==> src/rtl/win_scan_fsm_pkg.sv <==
// Shared board definitions for the connect-N game core.
// Holds the default board geometry, the scan direction and FSM state
// encodings, and the per-direction step table used by the win scanner.
// The drop/column-height logic uses the same geometry defaults.
package win_scan_fsm_pkg;

  localparam int COLS_DEF    = 7;
  localparam int ROWS_DEF    = 6;
  localparam int WIN_LEN_DEF = 4;

  typedef enum logic [1:0] {
    S_IDLE = 2'd0,
    S_LOAD = 2'd1,
    S_SCAN = 2'd2,
    S_DONE = 2'd3
  } state_e;

  typedef enum logic [1:0] {
    DIR_VERT    = 2'd0,
    DIR_HORIZ   = 2'd1,
    DIR_DIAG_UR = 2'd2,
    DIR_DIAG_DR = 2'd3
  } dir_e;

  // One cell step along a direction, as signed column/row deltas.
  typedef struct packed {
    logic signed [1:0] dc;
    logic signed [1:0] dr;
  } step_t;

  // Positive-side steps; the negative side is the same vector negated.
  localparam step_t STEP_POS [4] = '{
    '{dc: 2'sb00, dr: 2'sb01},   // vertical: up
    '{dc: 2'sb01, dr: 2'sb00},   // horizontal: right
    '{dc: 2'sb01, dr: 2'sb01},   // diagonal up-right
    '{dc: 2'sb01, dr: 2'sb11}    // diagonal down-right
  };

  function automatic step_t step_of(input dir_e d, input logic neg);
    step_t s;
    s = STEP_POS[d];
    if (neg) begin
      s.dc = -s.dc;
      s.dr = -s.dr;
    end
    return s;
  endfunction

endpackage

==> src/rtl/win_scan_fsm_board_cell_lookup.sv <==
// board_cell_lookup: combinational probe of one board cell.
// Ports:
//   probe_col, probe_row  signed, width-extended coordinates (may be off-board)
//   player_board          per-cell owner bit, index = ROWS*col + row
//   onoff_board           per-cell occupied bit
//   in_bounds             coordinate lies on the board
//   occupied, owner       cell bits, forced to 0 when off-board
module board_cell_lookup
  import win_scan_fsm_pkg::*;
#(
  parameter int COLS = COLS_DEF,
  parameter int ROWS = ROWS_DEF,
  parameter int CW   = $clog2(COLS_DEF) + 2,
  parameter int RW   = $clog2(ROWS_DEF) + 2
) (
  input  logic signed [CW-1:0]        probe_col,
  input  logic signed [RW-1:0]        probe_row,
  input  logic        [COLS*ROWS-1:0] player_board,
  input  logic        [COLS*ROWS-1:0] onoff_board,
  output logic                        in_bounds,
  output logic                        occupied,
  output logic                        owner
);

  localparam int IDX_W = $clog2(COLS * ROWS);
  localparam logic signed [CW-1:0] COL_LIM = CW'(COLS);
  localparam logic signed [RW-1:0] ROW_LIM = RW'(ROWS);

  logic [IDX_W-1:0] idx;

  always_comb begin
    // Sign bit test catches -1 before it could alias onto a far-side cell.
    in_bounds = !probe_col[CW-1] && (probe_col < COL_LIM) &&
                !probe_row[RW-1] && (probe_row < ROW_LIM);
    idx = '0;
    if (in_bounds) begin
      idx = IDX_W'(ROWS * int'(probe_col) + int'(probe_row));
    end
    occupied = in_bounds && onoff_board[idx];
    owner    = in_bounds && player_board[idx];
  end

endmodule

==> src/rtl/win_scan_fsm.sv <==
// win_scan_fsm: sequential connect-N win checker.
// On start it snapshots both boards and the last move, validates the origin,
// then walks one cell per clock along vertical, horizontal and both diagonals
// (positive side first, then negative side) counting same-player discs.
// Ports:
//   clk, reset            clock, synchronous active-high reset
//   start                 scan request, accepted only when idle
//   player, col, row      last move
//   player_board          per-cell owner bit
//   onoff_board           per-cell occupied bit
//   busy                  accepted start until done
//   done                  one-cycle completion pulse
//   win, win_dir, run_len results, held until the next accepted start
//   bad_move              origin off-board, empty, or owned by the other player
module win_scan_fsm
  import win_scan_fsm_pkg::*;
#(
  parameter  int COLS    = COLS_DEF,
  parameter  int ROWS    = ROWS_DEF,
  parameter  int WIN_LEN = WIN_LEN_DEF,
  localparam int COL_W   = $clog2(COLS),
  localparam int ROW_W   = $clog2(ROWS),
  localparam int CNT_W   = $clog2(WIN_LEN + 1)
) (
  input  logic                 clk,
  input  logic                 reset,
  input  logic                 start,
  input  logic                 player,
  input  logic [COL_W-1:0]     col,
  input  logic [ROW_W-1:0]     row,
  input  logic [COLS*ROWS-1:0] player_board,
  input  logic [COLS*ROWS-1:0] onoff_board,
  output logic                 busy,
  output logic                 done,
  output logic                 win,
  output logic [1:0]           win_dir,
  output logic [CNT_W-1:0]     run_len,
  output logic                 bad_move
);

  // Two guard bits: one for the +1 step past the last cell, one for sign.
  localparam int CW = COL_W + 2;
  localparam int RW = ROW_W + 2;

  state_e                state_q, state_d;
  dir_e                  dir_q, dir_d;
  logic                  neg_q, neg_d;
  logic signed [CW-1:0]  cur_c_q, cur_c_d;
  logic signed [RW-1:0]  cur_r_q, cur_r_d;
  logic [CNT_W-1:0]      run_q, run_d;
  logic                  win_q, win_d;
  logic [1:0]            win_dir_q, win_dir_d;
  logic                  bad_q, bad_d;
  logic                  done_q;

  logic                  player_q;
  logic signed [CW-1:0]  org_c_q;
  logic signed [RW-1:0]  org_r_q;
  logic [COLS*ROWS-1:0]  pb_q, oo_q;

  step_t                 st;
  logic signed [CW-1:0]  probe_c;
  logic signed [RW-1:0]  probe_r;
  logic                  in_bounds, occupied, owner, match;

  // LOAD probes the origin itself; SCAN probes one step beyond the cursor.
  always_comb begin
    st = step_of(dir_q, neg_q);
    if (state_q == S_LOAD) begin
      probe_c = org_c_q;
      probe_r = org_r_q;
    end else begin
      probe_c = cur_c_q + CW'(st.dc);
      probe_r = cur_r_q + RW'(st.dr);
    end
  end

  board_cell_lookup #(
    .COLS(COLS),
    .ROWS(ROWS),
    .CW  (CW),
    .RW  (RW)
  ) u_lookup (
    .probe_col   (probe_c),
    .probe_row   (probe_r),
    .player_board(pb_q),
    .onoff_board (oo_q),
    .in_bounds   (in_bounds),
    .occupied    (occupied),
    .owner       (owner)
  );

  assign match = in_bounds && occupied && (owner == player_q);

  always_comb begin
    // NOTE: every target takes its held value first, so no path infers a latch.
    state_d   = state_q;
    dir_d     = dir_q;
    neg_d     = neg_q;
    cur_c_d   = cur_c_q;
    cur_r_d   = cur_r_q;
    run_d     = run_q;
    win_d     = win_q;
    win_dir_d = win_dir_q;
    bad_d     = bad_q;
    unique case (state_q)
      S_IDLE: begin
        if (start) begin
          state_d   = S_LOAD;
          win_d     = 1'b0;
          win_dir_d = DIR_VERT;
          run_d     = '0;
          bad_d     = 1'b0;
        end
      end
      S_LOAD: begin
        if (!match) begin
          bad_d   = 1'b1;
          run_d   = '0;
          state_d = S_DONE;
        end else begin
          run_d   = CNT_W'(1);
          dir_d   = DIR_VERT;
          neg_d   = 1'b0;
          cur_c_d = org_c_q;
          cur_r_d = org_r_q;
          state_d = S_SCAN;
        end
      end
      S_SCAN: begin
        if (match) begin
          run_d   = run_q + CNT_W'(1);
          cur_c_d = probe_c;
          cur_r_d = probe_r;
          // Stopping at WIN_LEN is what saturates the reported run length.
          if (run_d == CNT_W'(WIN_LEN)) begin
            win_d     = 1'b1;
            win_dir_d = dir_q;
            state_d   = S_DONE;
          end
        end else if (!neg_q) begin
          neg_d   = 1'b1;
          cur_c_d = org_c_q;
          cur_r_d = org_r_q;
        end else if (dir_q == DIR_DIAG_DR) begin
          state_d = S_DONE;
        end else begin
          dir_d   = dir_e'(dir_q + 2'd1);
          neg_d   = 1'b0;
          run_d   = CNT_W'(1);
          cur_c_d = org_c_q;
          cur_r_d = org_r_q;
        end
      end
      S_DONE:  state_d = S_IDLE;
      default: state_d = S_IDLE;
    endcase
  end

  always_ff @(posedge clk) begin
    // NOTE: sequential state uses non-blocking assignments so every register
    // samples pre-edge values regardless of statement order.
    if (reset) begin
      state_q   <= S_IDLE;
      dir_q     <= DIR_VERT;
      neg_q     <= 1'b0;
      cur_c_q   <= '0;
      cur_r_q   <= '0;
      run_q     <= '0;
      win_q     <= 1'b0;
      win_dir_q <= 2'd0;
      bad_q     <= 1'b0;
      done_q    <= 1'b0;
    end else begin
      state_q   <= state_d;
      dir_q     <= dir_d;
      neg_q     <= neg_d;
      cur_c_q   <= cur_c_d;
      cur_r_q   <= cur_r_d;
      run_q     <= run_d;
      win_q     <= win_d;
      win_dir_q <= win_dir_d;
      bad_q     <= bad_d;
      // The pulse lands on the edge that leaves DONE, together with busy falling.
      done_q    <= (state_q == S_DONE);
    end
  end

  // NOTE: the board snapshot and move latch carry no reset; they are only
  // read after being loaded by an accepted start.
  always_ff @(posedge clk) begin
    if (state_q == S_IDLE && start) begin
      player_q <= player;
      org_c_q  <= $signed(CW'(col));
      org_r_q  <= $signed(RW'(row));
      pb_q     <= player_board;
      oo_q     <= onoff_board;
    end
  end

  assign busy     = (state_q != S_IDLE);
  assign done     = done_q;
  assign win      = win_q;
  assign win_dir  = win_dir_q;
  assign run_len  = run_q;
  assign bad_move = bad_q;

endmodule

==> config.mk <==
export PLATFORM = sky130hd
export DESIGN_NAME = win_scan_fsm
export DESIGN_NICKNAME = d
export VERILOG_FILES = /design/src/rtl/win_scan_fsm_pkg.sv /design/src/rtl/win_scan_fsm_board_cell_lookup.sv /design/src/rtl/win_scan_fsm.sv
export SDC_FILE = /design/constraint.sdc
export NUM_CORES = 1
export LEC_CHECK = 0
export CORE_ASPECT_RATIO = 0.6
export CORE_MARGIN = 2
export CORE_UTILIZATION = 47
export CTS_CLUSTER_DIAMETER = 50
export DETAILED_ROUTE_END_ITERATION = 8
export HOLD_SLACK_MARGIN = 0.02
export PLACE_DENSITY = 0.76
export SLEW_MARGIN = 10
export SYNTH_ARGS = -nofsm -noshare
export SYNTH_HDL_FRONTEND = slang
export SYNTH_HIERARCHICAL = 1
export SYNTH_SLANG_ARGS = --single-unit
==> constraint.sdc <==
create_clock -name clk -period 4.9 [get_ports clk]
set_clock_uncertainty 0.05 [all_clocks]
set_input_delay 1.225 -clock clk [delete_from_list [all_inputs] [get_ports clk]]
set_output_delay 1.225 -clock clk [all_outputs]
set_load 0.05 [all_outputs]
; ---- After elaboration in Yosys (flattened, before gate mapping)
; Cells that the tools add are included.
[op_classes]
n_addsub = 7
n_mul = 1
order_cmp = 4
n_eq_ne = 19
mux = 54
bitwise = 1
n_reduce_logical = 23
[ops]
columns = operator, count
row1 = two-way mux 5 bit, 10
row2 = two-way mux 2 bit, 12
row3 = case mux 5 bit (2 select lines), 2
row4 = "inequality test 2 bit, second input constant", 8
row5 = binary-select mux 1 bit (select 6 bit), 2
row6 = two-way mux 1 bit, 12
row7 = two-way mux 3 bit, 4
row8 = two-way mux 4 bit, 3
row9 = "inequality test 3 bit, second input constant", 4
row10 = AND reduction 4 bit, 3
row11 = adder 5 x 2 -> 5 bit, 2
row12 = "< comparator 5 x 4 -> 1 bit, second input constant", 2
row13 = case mux 3 bit (3 select lines), 1
row14 = AND reduction 3 bit, 3
row15 = binary-select mux 4 bit (select 2 bit), 1
row16 = logical AND 1 bit, 8
row17 = case mux 2 bit (2 select lines), 2
row18 = case mux 2 bit (4 select lines), 1
row19 = nonzero test 2 bit, 4
row20 = "< comparator 6 x 7 -> 1 bit, second input constant", 1
row21 = adder 6 x 5 -> 6 bit, 1
row22 = "== test 2 bit, second input constant", 3
row23 = two-way mux 6 bit, 1
row24 = case mux 1 bit (2 select lines), 3
row25 = 14 further kinds, 16
[word_totals]
regBits = 114
in_bits = 94
out_inout_bits = 9
word_cells = 124

; ---- Logic depth before layout (Yosys ltp)
[depth]
word_depth = 20
mapped_depth = 26
ltp_nobuf = 25

; ---- By module
; Netlist, hierarchy kept.
[by_module_without_submodules]
columns = mod, instances, cells_each, area_each_um2, seq_area_each_um2
row1 = win_scan_fsm, 1, 289, 4409.2, 3193.1
row2 = board_cell_lookup, 1, 129, 1144.8, 0.0

; ---- Least setup slack after synthesis
; No wires, ideal clock.
[synth_path]
path_kind = register -> register
start = register dir_q[1]
end = register cur_r_q[1]
setup_time_ps = 125
arrival_time_ps = 5018
required_ps = 4725
slack_ps = -293
stages_incl_launch_ff = 22
path_buffers = 2
synth_period_minus_slack_ps = 5193
cell_sequence = dfxtp_1 > inv_1 > ha_1 > xnor2_1 > mux2_2 > fa_1 > xnor2_1 > o21ai_0 > inv_1 > fa_1 > clkbuf_1 > mux4_2 > nand2_1 > o21ai_0 > a2111oi_0 > nor4_1 > xor2_2 > nor3b_2 > buf_6 > mux2_2 > mux2i_1 > nor2_1
[synth_between]
word_cells_on_any_way = 36
classes_between = add/sub: 5 / mul: 1 / order compare: 2 / eq/ne: 4 / mux: 13 / bitwise: 1 / reduce/logical: 10
[synth_lines]
columns = element, line
row1 = start: declaration, win_scan_fsm.sv:46  ; dir_e dir_q, dir_d;
row2 = start signal: assignment, win_scan_fsm.sv:176  ; dir_q <= dir_d;
row3 = inverter 2 -> 3 bit (implied by the code) (*), win_scan_fsm_pkg.sv:41  ; s = STEP_POS[d];
row4 = binary-select mux 4 bit (select 2 bit) (*), win_scan_fsm_pkg.sv:41
row5 = two-way mux 4 bit (implied by the code) (*) (2 in a row), win_scan_fsm_pkg.sv:41
row6 = negation 2 bit, win_scan_fsm_pkg.sv:44  ; s.dr = -s.dr;
row7 = two-way mux 4 bit (*), win_scan_fsm_pkg.sv:42  ; if (neg) begin
row8 = adder 5 x 2 -> 5 bit (*), win_scan_fsm.sv:74  ; probe_r = cur_r_q + RW'(st.dr);
row9 = two-way mux 5 bit (*), win_scan_fsm.sv:69  ; if (state_q == S_LOAD) begin
row10 = via probe_r[2], win_scan_fsm.sv:63  ; logic signed [RW-1:0] probe_r;
row11 = [... 3 more ...], -
row12 = binary-select mux 1 bit (select 6 bit), win_scan_fsm_board_cell_lookup.sv:40  ; owner = in_bounds && player_board[idx];
row13 = two-way mux 1 bit (implied by the code), win_scan_fsm_board_cell_lookup.sv:40
row14 = logical AND 1 bit (*), win_scan_fsm_board_cell_lookup.sv:40
row15 = via owner, win_scan_fsm.sv:64  ; logic in_bounds, occupied, owner, match;
row16 = == test 1 bit (*), win_scan_fsm.sv:93  ; assign match = in_bounds && occupied && (owner == player_q);
row17 = logical AND 1 bit (*), win_scan_fsm.sv:93
row18 = "inequality test 4 bit (no line), or another cell as far along", -
row19 = AND reduction 3 bit (no line) or case mux 5 bit (2 select lines) (tied branches), -
row20 = end signal: assignment, win_scan_fsm.sv:179  ; cur_r_q <= cur_r_d;
row21 = end: declaration, win_scan_fsm.sv:49  ; logic signed [RW-1:0] cur_r_q, cur_r_d;
; Mark *: on every way through the listed nets, which the timed path passes. The rest lies on a longest branch. The select of a mux whose other input is x is not followed.
; A chain may end at the register's enable or synchronous reset.

; ---- Worst setup path in the final report
[layout_path]
start = register dir_q[1]
end = register state_q[0]
[layout_between]
word_cells_on_any_way = 38
classes_between = add/sub: 5 / mul: 1 / order compare: 2 / eq/ne: 5 / mux: 14 / bitwise: 1 / reduce/logical: 10
[layout_lines]
columns = element, line
row1 = inverter 2 -> 3 bit (implied by the code) (*), win_scan_fsm_pkg.sv:41
row2 = binary-select mux 4 bit (select 2 bit) (*), win_scan_fsm_pkg.sv:41
row3 = two-way mux 4 bit (implied by the code) (*) (2 in a row), win_scan_fsm_pkg.sv:41
row4 = negation 2 bit, win_scan_fsm_pkg.sv:44
row5 = two-way mux 4 bit (*), win_scan_fsm_pkg.sv:42
row6 = adder 5 x 2 -> 5 bit (*), win_scan_fsm.sv:74
row7 = two-way mux 5 bit (*), win_scan_fsm.sv:69
row8 = via probe_r[1], win_scan_fsm.sv:63
row9 = [... 2 more ...], -
row10 = two-way mux 6 bit, win_scan_fsm_board_cell_lookup.sv:36  ; if (in_bounds) begin
row11 = binary-select mux 1 bit (select 6 bit), win_scan_fsm_board_cell_lookup.sv:39  ; occupied = in_bounds && onoff_board[idx];
row12 = two-way mux 1 bit (implied by the code), win_scan_fsm_board_cell_lookup.sv:39
row13 = logical AND 1 bit (*), win_scan_fsm_board_cell_lookup.sv:39
row14 = via occupied, win_scan_fsm.sv:64
row15 = logical AND 1 bit (*) (2 in a row), win_scan_fsm.sv:93
row16 = "inequality test 3 bit (no line), or another cell as far along", -
row17 = AND reduction 4 bit (no line) or case mux 2 bit (4 select lines) (tied branches), -
row18 = end signal: assignment, win_scan_fsm.sv:175  ; state_q <= state_d;
row19 = end: declaration, win_scan_fsm.sv:45  ; state_e state_q, state_d;
; Marks and branches as above.

==> results.md <==
- Status: finished with violations
- Violated checks: setup timing
- Area delta synth->final: 50.3%
- Gpl congestion: 0.921
- Worst path required time: 5160 ps
- Clock Latency Late Sink: 410 ps
- Routed len/inst: 19.5 um
- Core Area: 11400 um^2
- Hold buffers post-CTS: 0
- Placed insts: 716
- Pre-Repair DR Iteration Count: 4
- Hold Crit Endpoint: cur_c_q[3]
- Via count: 4241
- Final Max Slew Viols: 0
- Setup_tns: -4830 ps
- Reg-to-reg critical path startpoint: dir_q[1]
- Worst hold slack: 418 ps
- Number of port buffers: 102
- FF-to-FF path depth: 22
- Worst slew pin tran: 1060 ps
- Die height: 88.2 um
- Post-synth EDFFs: 91
- Hpwl dp: 9510 um
- Crit. End Element: register
- Seq/Total Area, Yosys: 0.575
- ANT nets after route: 0
- RSZ-0062 raised after global routing: yes
- PnR worst setup slack: -376 ps
- Seq cells post-synth: 114
- Area share of the largest cell type after synthesis: 0.492
- Final setup fails: 21
- Chip width: 144 um
- Syn nets: 543
- Root Buffer Master: clkbuf_16
- H-tree Lvls: 4
- Most frequent cells in the layout: clkdlybuf4s50_1 (102), edfxtp_1 (91), buf_4 (63), nand2_1 (27), dfxtp_1 (21)
- ANT cells: 0
- Max_slew headroom: 0.291
- DRC: 0
- Hold Path Depth: 2
- Maximum root-to-sink buffer count: 2
- Initial DRC Count: 377
- Share of flip-flops with an asynchronous set or reset: 0
- Worst setup SP type: register
- Final period util: 1.08
- Min Clock Period, post-route: 5280 ps
- Warnings from Yosys: 6
- Max_cap viols: 0
- Most common cell after layout, fill and taps aside: clkdlybuf4s50_1
- Critical path peak fanout: 5
- Initial Util: 0.487
- Mapped Area: 5550 um^2
- First-pass GRT wire length: 22300 um
- Hold Crit Class: reg2reg
- Worst R2R Setup Slack: -380 ps
- Drt total wl: 15000 um
- Initial antenna violation count: 0
- All-layer global routing usage: 0.236
- Layout cells sized above 1: 0.351
- Synth top area cells: edfxtp_1 (49%), dfxtp_1 (8.3%), ha_1 (6.1%), mux4_2 (5.3%), a21oi_1 (2.3%)
- Area of the die: 12700 um^2
- Post-route insts no fill: 772
- Hold Fails Final Rpt: 0
- I/O pin count: 103
- Layout Nets: 724
- Vias per inst: 5.49
- Synth unique cells: 64
- Hold Startpoint: cur_c_q[3]
- CTS sink count: 114
- Post-Synthesis Cells: 418
- Vias in the first global route: 4308
- Synth area leader: edfxtp_1
- Largest net degree at the start of global routing: 87
- Num CTS Buffers: 17
- Fmax: 190 MHz
- Worst path arrival time: 5540 ps
- Num rows: 30
- Worst R2R End: state_q[0]
- CTS tree: yes
- Setup Crit Path Kind: reg2reg
- Main synth FF type: edfxtp_1
- Avg Cell Area, Syn: 13.3 um^2
- Clk pin slew, worst setup/hold paths: 60 ps
- GRT overflow: 0
==> area by class of cell <==
| type | instances | area [um^2] |
|---|---|---|
| sequential | 114 | 3200 |
| fill | 702 | 3060 |
| multi-input combinational | 262 | 2620 |
| timing repair buffer | 178 | 1660 |
| clock buffer | 17 | 425 |
| tap | 160 | 200 |
| clock inverter | 15 | 145 |
| inverter | 26 | 104 |
==> worst max path at each step <==
stage	slack [ps]	endpoint	from	cells past startpoint
after CTS	-160	cur_r_q[0]	dir_q[0]	25
after global routing	-440	cur_c_q[0]	dir_q[0]	23
after detailed placement	-330	cur_c_q[0]	dir_q[0]	23
final	-380	state_q[0]	dir_q[1]	22
after floorplan	3	cur_r_q[1]	dir_q[0]	24
after global placement	-220	cur_c_q[3]	dir_q[0]	21
==> cell families after synthesis <==
group / count (synthesis) / share of synthesized area
simple gates: 94 / 0.0840
buf+inv: 42 / 0.0372
flops: 114 / 0.575
compound gates: 83 / 0.0991
xor+xnor: 17 / 0.0282
fa+ha+maj: 31 / 0.0752
mux: 37 / 0.101
==> synth_stat cells, types with 7 or more instances <==
cell type / n
edfxtp_1: 91
nand2_1: 30
nor2_1: 28
ha_1: 27
a21oi_1: 26
inv_1: 25
dfxtp_1: 23
o21ai_0: 15
mux4_2: 13
mux2i_1: 12
xnor2_1: 11
mux2_2: 10
nand2b_1: 7
==> stage by stage <==
stage	area, um^2	util	setup WS [ps]
4_1_cts	8040	0.705	-165
6_report	8350	0.732	-376
3_3_place_gp	7080	0.620	-216
2_1_floorplan	5580	-	2.71
5_1_grt	8350	0.732	-442
3_5_place_dp	7080	0.620	-333
==> worst max-delay path: stages (launching register included) <==
cell and delay, ps:
dfxtp_2 330, buf_4 150, ha_4 160, xnor2_2 130
mux2_4 300, fa_2 440, mux2_4 300, ha_4 170
inv_2 50, fa_2 510, buf_6 180, buf_6 110
mux4_2 210, mux2i_2 80, nor3_1 290, a31oi_1 120
o21a_1 220, nor3_4 190, nand2_2 150, o21ai_0 340
o21ai_4 110, a221o_1 350, a32o_1 220
==> state kept, by name (all words and copies together) (netlist names) <==
signal / count
bad_move: 1
cur_c_q: 5
cur_r_q: 5
dir_q: 2
done: 1
neg_q: 1
oo_q: 42
org_c_q: 3
org_r_q: 3
pb_q: 42
player_q: 1
run_len: 3
state_q: 2
win: 1
win_dir: 2
==> per-layer routing <==
layer | share of wire | up-vias | GRT usage
met2 | 0.46 | 197 | 0.356
met1 | 0.44 | 2069 | 0.332
met3 | 0.075 | 32 | 0.0618
met5 | 0 | - | 0
li1 | - | 1943 | -
met4 | 0.018 | 0 | 0.0883
==> what timing repair did <==
action | CTS | global route
buffers inserted | 16 | 9
pin swaps | 34 | 42
setup endpoints to repair | 22 | 22
resized for setup | 58 | 54
Power is not shown: default switching activity piles up to over one toggle a cycle in this logic, so the estimate is an artifact.
